<file path="src/rtl/fir_decimate.sv">
// Decimating real-valued FIR low-pass stage: FWFT FIFO in, one Q10 MAC per cycle,
// one filtered sample written downstream per DECIMATION samples read.
//
// state | meaning
// ------+-----------------------------------------------------------------
// READ  | pop samples into the shift buffer until DECIMATION have arrived
// RUN   | one tap per cycle: sum += (buf[i] * COEFFS[i]) >>> 10
// WRITE | push sum downstream once the output FIFO has room
module fir_decimate #(
    parameter int TAP_NUMBER = 32,
    parameter int DATA_WIDTH = 32,
    parameter int DECIMATION = 8,
    parameter logic [0:TAP_NUMBER-1][DATA_WIDTH-1:0] COEFFS = {TAP_NUMBER{DATA_WIDTH'(32)}}
) (
    input  logic                  clock,
    input  logic                  reset,
    input  logic [DATA_WIDTH-1:0] in_dout,
    input  logic                  in_empty,
    output logic                  in_rd_en,
    output logic [DATA_WIDTH-1:0] out_din,
    output logic                  out_wr_en,
    input  logic                  out_full
);

    localparam int TAP_IDX_W = (TAP_NUMBER > 1) ? $clog2(TAP_NUMBER) : 1;

    typedef enum logic [1:0] {READ, RUN, WRITE} state_t;

    state_t                  state;
    logic                    reset_hold;
    logic [5:0]              read_cnt;
    logic [5:0]              tap_cnt;
    logic [DATA_WIDTH-1:0]   sum;
    logic [DATA_WIDTH-1:0]   sample_buf [TAP_NUMBER];

    logic [TAP_IDX_W-1:0]    tap_idx;
    logic [DATA_WIDTH-1:0]   tap_sample;
    logic [DATA_WIDTH-1:0]   tap_coeff;
    logic signed [2*DATA_WIDTH-1:0] sample_ext;
    logic signed [2*DATA_WIDTH-1:0] coeff_ext;
    logic signed [2*DATA_WIDTH-1:0] product;
    logic signed [2*DATA_WIDTH-1:0] product_shifted;
    logic [DATA_WIDTH-1:0]   mul_result;

    assign tap_idx    = tap_cnt[TAP_IDX_W-1:0];
    assign tap_sample = sample_buf[tap_idx];
    assign tap_coeff  = COEFFS[tap_idx];

    // Sign-extend to full product width so the shift sees every product bit.
    always_comb begin
        sample_ext      = {{DATA_WIDTH{tap_sample[DATA_WIDTH-1]}}, tap_sample};
        coeff_ext       = {{DATA_WIDTH{tap_coeff[DATA_WIDTH-1]}}, tap_coeff};
        product         = sample_ext * coeff_ext;
        product_shifted = product >>> 10;
        mul_result      = product_shifted[DATA_WIDTH-1:0];
    end

    // FIFO strobes stay quiet during reset and for one cycle after it.
    always_comb begin
        in_rd_en  = 1'b0;
        out_wr_en = 1'b0;
        out_din   = '0;
        if (!reset && !reset_hold) begin
            if (state == READ && !in_empty) begin
                in_rd_en = 1'b1;
            end
            if (state == WRITE && !out_full) begin
                out_wr_en = 1'b1;
                out_din   = sum;
            end
        end
    end

    always_ff @(posedge clock) begin
        if (reset) begin
            state      <= READ;
            reset_hold <= 1'b1;
            read_cnt   <= '0;
            tap_cnt    <= '0;
            sum        <= '0;
            sample_buf <= '{default: '0};
        end else begin
            reset_hold <= 1'b0;
            case (state)
                READ: begin
                    if (in_rd_en) begin
                        sample_buf[0] <= in_dout;
                        for (int i = TAP_NUMBER - 1; i > 0; i--) begin
                            sample_buf[i] <= sample_buf[i-1];
                        end
                        if (read_cnt == 6'(DECIMATION - 1)) begin
                            read_cnt <= '0;
                            sum      <= '0;
                            tap_cnt  <= '0;
                            state    <= RUN;
                        end else begin
                            read_cnt <= read_cnt + 6'd1;
                        end
                    end
                end
                RUN: begin
                    sum <= sum + mul_result;
                    if (tap_cnt == 6'(TAP_NUMBER - 1)) begin
                        tap_cnt <= '0;
                        state   <= WRITE;
                    end else begin
                        tap_cnt <= tap_cnt + 6'd1;
                    end
                end
                WRITE: begin
                    if (out_wr_en) begin
                        state <= READ;
                    end
                end
                default: state <= READ;
            endcase
        end
    end

endmodule

</file>
<file path="config.mk">
export PLATFORM = sky130hd
export DESIGN_NAME = fir_decimate
export DESIGN_NICKNAME = d
export VERILOG_FILES = /design/src/rtl/fir_decimate.sv
export SDC_FILE = /design/constraint.sdc
export NUM_CORES = 2
export LEC_CHECK = 0
export ABC_AREA = 1
export CORE_ASPECT_RATIO = 1.25
export CORE_UTILIZATION = 55
export CTS_BUF_LIST = sky130_fd_sc_hd__clkbuf_16
export DETAILED_ROUTE_END_ITERATION = 7
export GPL_TIMING_DRIVEN = 0
export PLACE_DENSITY = 0.72
export SLEW_MARGIN = 20
export SYNTH_ARGS = -nofsm -noshare
export SYNTH_HDL_FRONTEND = slang
export SYNTH_SLANG_ARGS = --single-unit
</file>
<file path="constraint.sdc">
create_clock -name clock -period 3.8 [get_ports clock]
set_input_delay 0.57 -clock clock [delete_from_list [all_inputs] [get_ports clock]]
set_output_delay 0.57 -clock clock [all_outputs]
set_load 0.01 [all_outputs]
</file>
-- Word-level counts from Yosys, hierarchy flattened
Memory sizes are Yosys's and may differ from the RTL's.
Index checks and enable logic that the tools add are counted.
- $add $sub $neg: 3
- $mul: 1
- div/mod/pow operators: 0
- $lt $le $gt $ge: 1
- eq/ne operators: 8
- shift-type cells: 0
- mux-type cells: 25
- bitwise operators: 1
- reduce and logical (&&, ||, !) cells: 12
- operators with widths (operator ; count):
    $mux W32 ; 8
    $bmux W32 S5 ; 1
    $pmux W32 S2 ; 1
    $mul A32 B32 Y42 ; 1
    $add A32 B32 Y32 ; 1
    $mux W6 ; 4
    $add A6 B1 Y6 const B ; 2
    $pmux W6 S2 ; 1
    $mux W2 ; 4
    $eq A6 B3 Y1 const B ; 1
    $eq A6 B5 Y1 const B ; 1
    $ge A6 B6 Y1 const B ; 1
    $ne A2 B2 Y1 const B ; 3
    $not A5 Y6 ; 1
    $pmux W2 S3 ; 1
    $mux W1 ; 5
    $logic_not A1 Y1 ; 4
    $reduce_and A4 Y1 ; 1
    $logic_and A1 B1 Y1 ; 3
    $reduce_and A3 Y1 ; 1
    $eq A2 B1 Y1 const B ; 1
    $eq A2 B2 Y1 const B ; 1
    $logic_not A2 Y1 ; 1
    $ne A2 B1 Y1 const B ; 1
    other kinds (2) ; 2
- register bits after elaboration: 1071
- latch bits: 0
- bits in writable memories: 0
- ROM bits: 1024
- word-level logic and storage cells: 89
- memories: 1
- memories (memory ; depth ; bits a word ; rd ports ; clocked after memory_dff ; wr ports ; line ; source):
    (no name shown) ; 32 ; 32 ; 1 ; 0 ; 0 ; 47 ; assign tap_coeff = COEFFS[tap_idx];

-- Depth between registers and ports, before layout
- depth after elaboration: 7
- depth in mapped cells: 27
- depth with buffers taken out: 23

-- Least setup slack after synthesis
No wires, ideal clock.
- kind: flip-flop to flip-flop
- start point: reg tap_cnt[0]
- end point: reg sum[22]
- library setup time: 132 ps
- arrival time: 2966 ps
- path slack: 702 ps
- cell stages (with the launch flop): 23
- clock period less this slack: 3098 ps
- cells stage by stage: dfxtp_1 buf_4 buf_4 buf_6 buf_4 clkbuf_1 o21ai_0 nand3_1 nand3_1 nand4_1 o21ai_0 inv_1 ha_1 inv_1 fa_1 o21ai_1 a21oi_1 o21ai_1 nand2_1 nand2_1 nand2_1 nand3_1 a21oi_1
- cells in the longest elaborated chain, start to end: 7
- elaborated cells on any way between the ends: 10
- those cells by class: 1 x add/sub; 1 x mul; 6 x mux; 1 x bitwise; 1 x memory
- ends and longest elaborated chain (what ; line ; source):
    start: declaration ; 32 ; logic [5:0] tap_cnt;
    start signal: assignment ; 107 ; tap_cnt <= tap_cnt + 6'd1;
    $not A5 Y6 (not written as such) * ; 46, 47 ;
    $mem_v2 Z32 W32 or $bmux W32 S5 (tied branches) ; n/a ;
    $mux W32 (on tied branches) (2 in a row) ; 47, 46 ;
    $mul A32 B32 Y42 * ; 53 ; product = sample_ext * coeff_ext;
    $add A32 B32 Y32 * ; 102 ; sum <= sum + mul_result;
    $pmux W32 S2 * ; 84 ; case (state)
    end signal: assignment ; 102 ;
    end: declaration ; 33 ; logic [DATA_WIDTH-1:0] sum;
Mark *: on every way between the ends. The rest lies on a longest branch, timed or not. The select of a mux whose other input is x is not followed.
A chain may end at the register's enable or synchronous reset.

-- Worst setup path after layout
- start point: reg tap_cnt[0]
- end point: reg sum[28]
The elaborated chain is that of the path after synthesis.

==> summary.md <==
| Metric | Value |
|---|---|
| Total grt overflow | `0` |
| Slowest CP cell | `sky130_fd_sc_hd__nand4_1` |
| Global route hottest layer | `met2` |
| Floorplan die height | `305 um` |
| DRC | `4` |
| Leakage power figure | `19.1 nW` |
| Depth of the CTS H-tree | `3` |
| Sequence of cells on the critical path | `buf_8 > buf_16 > buf_12 > buf_12 > a21oi_1 > o21ai_1 > nand3_2 > nand3_2 > nand4_1 > o31ai_2 > inv_2 > ha_4 > nand2_2 > nor2_4 > inv_1 > nor3_2 > nand2_2 > nand2_1 > nand2_1 > nand3_2 > a21oi_2` |
| Slew at the pin closest to its max-slew limit | `1.25 ns` |
| Via count of the first global-routing pass | `41.3k` |
| Final Power | `21.2 mW` |
| Non-filler instance count after layout | `6,972` |
| First-pass GRT wire length | `277 mm` |
| Tmin final | `3.95 ns` |
| 1st-iter DRT viols | `6,538` |
| # rows | `110` |
| Unrepaired setup endpoints after global routing | `true` |
| Reg-to-reg slack, setup | `-0.15 ns` |
| Startpoint of the lowest-slack register-to-register path | `tap_cnt[0]` |
| Final design utilization | `67.5%` |
| IR drop worst, VDD | `0.446 mV` |
| Met1 Use GR | `58.2%` |
| Final hold slack | `0.426 ns` |
| Final setup violation count | `22` |
| Worst min-delay path class | `input pin to flop` |
| Number of iterations in the first detailed-routing pass | `8` |
| Post-Syn Area per Cell | `7.07 sq um` |
| Largest fanout of any net on the critical path | `10` |
| Post-detail-place hpwl | `147 mm` |
| Failing checks | `DRC, setup timing` |
| Worst Setup Start Kind | `flop` |
| Worst flop-to-flop path endpoint | `sum[28]` |
| Starting density of the core | `56.0%` |
| Area of all placed cells without fillers | `48,800 sq um` |
| Status | `finished, violations left` |
| Cell area after placement | `42,300 sq um` |
| Hold Fails Final Rpt | `0` |
| Number of violations of the max-capacitance limit | `0` |
| Final #Nets | `6,013` |
| Core region area | `72,400 sq um` |
| Ratio of total power to cell area | `435 nW/um^2` |
| Number of buffers added by the clock tree synthesis step | `91` |
| Vias per std cell | `6.49` |
| Met2 Track Usage GR | `75.5%` |
| Setup ws final | `-0.154 ns` |
| Worst-skew pair later-pin latency | `0.70 ns` |
| Count of different cell masters after synthesis | `34` |
| Hold-fix buffers at CTS | `0` |
| Period utilization | `104%` |
| CTS tree | `done` |
| Met3 Track Usage GR | `15.9%` |
| Data arrival time at the worst-slack endpoint | `4.49 ns` |
| Number of synthesized register bits | `911` |
| CP endpoint | `sum[28]` |
| Routed length per instance | `28.4 um` |
| Fill cell instance count of the final layout | `6,437` |
| Post-detailed-route count of antenna-violating nets | `0` |
| Input/output buffers | `64` |
| Most common library cell in the layout ignoring fill and taps | `sky130_fd_sc_hd__o21ai_0` |
| Buffer type at the clock tree root | `sky130_fd_sc_hd__clkbuf_16` |
| Maximum number of pins on one net before global-route repair | `15` |
| Cells after DPL | `6,749` |
| Yosys synthesis warning count | `0` |
| Flip-flop cell with the highest count after synthesis | `sky130_fd_sc_hd__dfxtp_1` |
| Most used cell along the critical path | `sky130_fd_sc_hd__nand3_2` |
| Count of flip-flops with a built-in enable after synthesis | `0` |
| Area overhead of the layout relative to synthesis | `20.6%` |
| Routability congestion estimate | `1.12` |
| Number of vias after detailed routing | `45.2k` |
| CP required | `4.34 ns` |
| Async set or reset register ratio after synthesis | `0%` |
| Die footprint | `74,800 sq um` |
| Most frequent cells in the layout | `sky130_fd_sc_hd__o21ai_0, sky130_fd_sc_hd__a21oi_1, sky130_fd_sc_hd__dfxtp_1, sky130_fd_sc_hd__nor2_1, sky130_fd_sc_hd__inv_1` |
| Depth of the worst register-to-register path | `21` |
| Antenna violations before repair | `15` |
| Total length of routed wires | `198 mm` |
| Seq/Total Area, Yosys | `45.0%` |
| CP endpoint kind | `flop` |
| Synthesized net count | `5,803` |
| Die extent in x | `245 um` |
| Clock skew after layout | `0.0275 ns` |
| Maximum clock frequency | `0.253 GHz` |
| Final max-slew violation count | `0` |
| Slew margin rel. | `15.8%` |
| I/O pin total | `70` |
| Overall Global Routing Usage | `51.2%` |
| Proportion of layout cells with a drive suffix above 1 | `13.5%` |
| Slowest stage delay, CP | `0.49 ns` |
| Mapped cell area | `40,500 sq um` |
| Clk pin slew, worst setup/hold paths | `0.07 ns` |
| Number of instances in the synthesized netlist | `5,733` |
| Clock Tree Buf Depth | `3` |
| CP Launch Point | `tap_cnt[0]` |
| Number of sinks driven by the clock tree | `911` |
| Start-to-end type of the worst setup path | `flop to flop` |
-- power by group --
| group | internal [mW] | leakage (nW) | switching (mW) |
|---|---|---|---|
| logic | 0.503 | 10.2 | 1.27 |
| clock network | 4.93 | 1.48 | 4.13 |
| registers | 10.0 | 7.44 | 0.373 |
-- worst min-delay path by stage --
stage	from	cells after the start	slack, ns	end
after global placement	sample_buf[302]	2	0.45	sample_buf[270]
after global routing	reset	1	0.38	reset_hold
final	reset	1	0.43	reset_hold
after CTS	reset	1	0.39	reset_hold
after floorplan	read_cnt[5]	2	0.44	read_cnt[5]
after detailed placement	sample_buf[318]	2	0.46	sample_buf[286]
-- final cells by class --
class | count | area, sq um | area share, %
multi-input combinational | 3837 | 20300 | 41.6
sequential | 911 | 18200 | 37.3
buffer | 476 | 3050 | 6.25
clock buffer | 92 | 2300 | 4.71
inverter | 507 | 1910 | 3.92
timing repair buffer | 119 | 1260 | 2.59
tap | 952 | 1190 | 2.44
clock inverter | 71 | 549 | 1.12
antenna | 7 | 17.5 | 0.0359
-- cells in the mapped netlist (12+ instances only) --
cell type	instances	share of area [%]
sky130_fd_sc_hd__a21oi_1	1016	13
sky130_fd_sc_hd__buf_1	33	0.31
sky130_fd_sc_hd__buf_2	161	2.0
sky130_fd_sc_hd__clkbuf_1	276	2.6
sky130_fd_sc_hd__dfxtp_1	911	45
sky130_fd_sc_hd__ha_1	33	1.0
sky130_fd_sc_hd__inv_1	498	4.6
sky130_fd_sc_hd__nand2_1	405	3.8
sky130_fd_sc_hd__nand3_1	236	2.9
sky130_fd_sc_hd__nand4_1	34	0.53
sky130_fd_sc_hd__nor2_1	676	6.3
sky130_fd_sc_hd__nor3_1	12	0.15
sky130_fd_sc_hd__o21ai_0	1322	16
sky130_fd_sc_hd__o22ai_1	52	0.80
sky130_fd_sc_hd__o31ai_1	12	0.22
-- what timing repair did --
item	4_1_cts	5_1_grt
gates resized for setup	520	483
hold endpoints to repair	0	0
gates cloned	1	9
setup endpoints to repair	32	27
buffers inserted	15	30
pin swaps	48	130
-- flip-flops by register name, indices dropped and copies added (netlist names) --
| name | cells |
|---|---|
| sample_buf | 864 |
| tap_cnt | 6 |
| read_cnt | 6 |
| reset_hold | 1 |
| sum | 32 |
| state | 2 |
-- per-stage QoR --
stage / setup TNS [ns] / worst slack [ns]
floorplan: 0 / 0.702
global placement: -37.87 / -1.59
detailed placement: -38.74 / -1.61
CTS: -0.127 / -0.0426
global route: -1.23 / -0.143
finish: -2.08 / -0.154
-- logic make-up (layout without fill, tap and decap cells) --
kind of cell    Yosys count  after routing  share of synthesized area (%)
other cells               0              7                              0
fa+ha+maj                34             34                           1.07
flops                   911            911                           45.0
xor+xnor                  3              3                         0.0649
compound gates         2417           2417                           30.2
buf+inv                 985           1265                           9.72
simple gates           1383           1383                           14.0
-- worst max-delay path, delay by kind of cell, from the launching register on --
family,cells,cell delay [ns]
compound gates,4,0.52
simple gates,10,1.63
flops,1,0.41
buf+inv,6,0.89
fa+ha+maj,1,0.32
-- metal layers --
| metal | share of wire [%] | wire, um | up-vias |
|---|---|---|---|
| met5 | 0.022 | 43 | - |
| met4 | 12 | 23400 | 6 |
| met3 | 12 | 24000 | 1011 |
| met2 | 42 | 83300 | 3291 |
| met1 | 34 | 67400 | 21200 |
| li1 | - | - | 19700 |
Note: power is estimated with default switching activity, not from simulation.
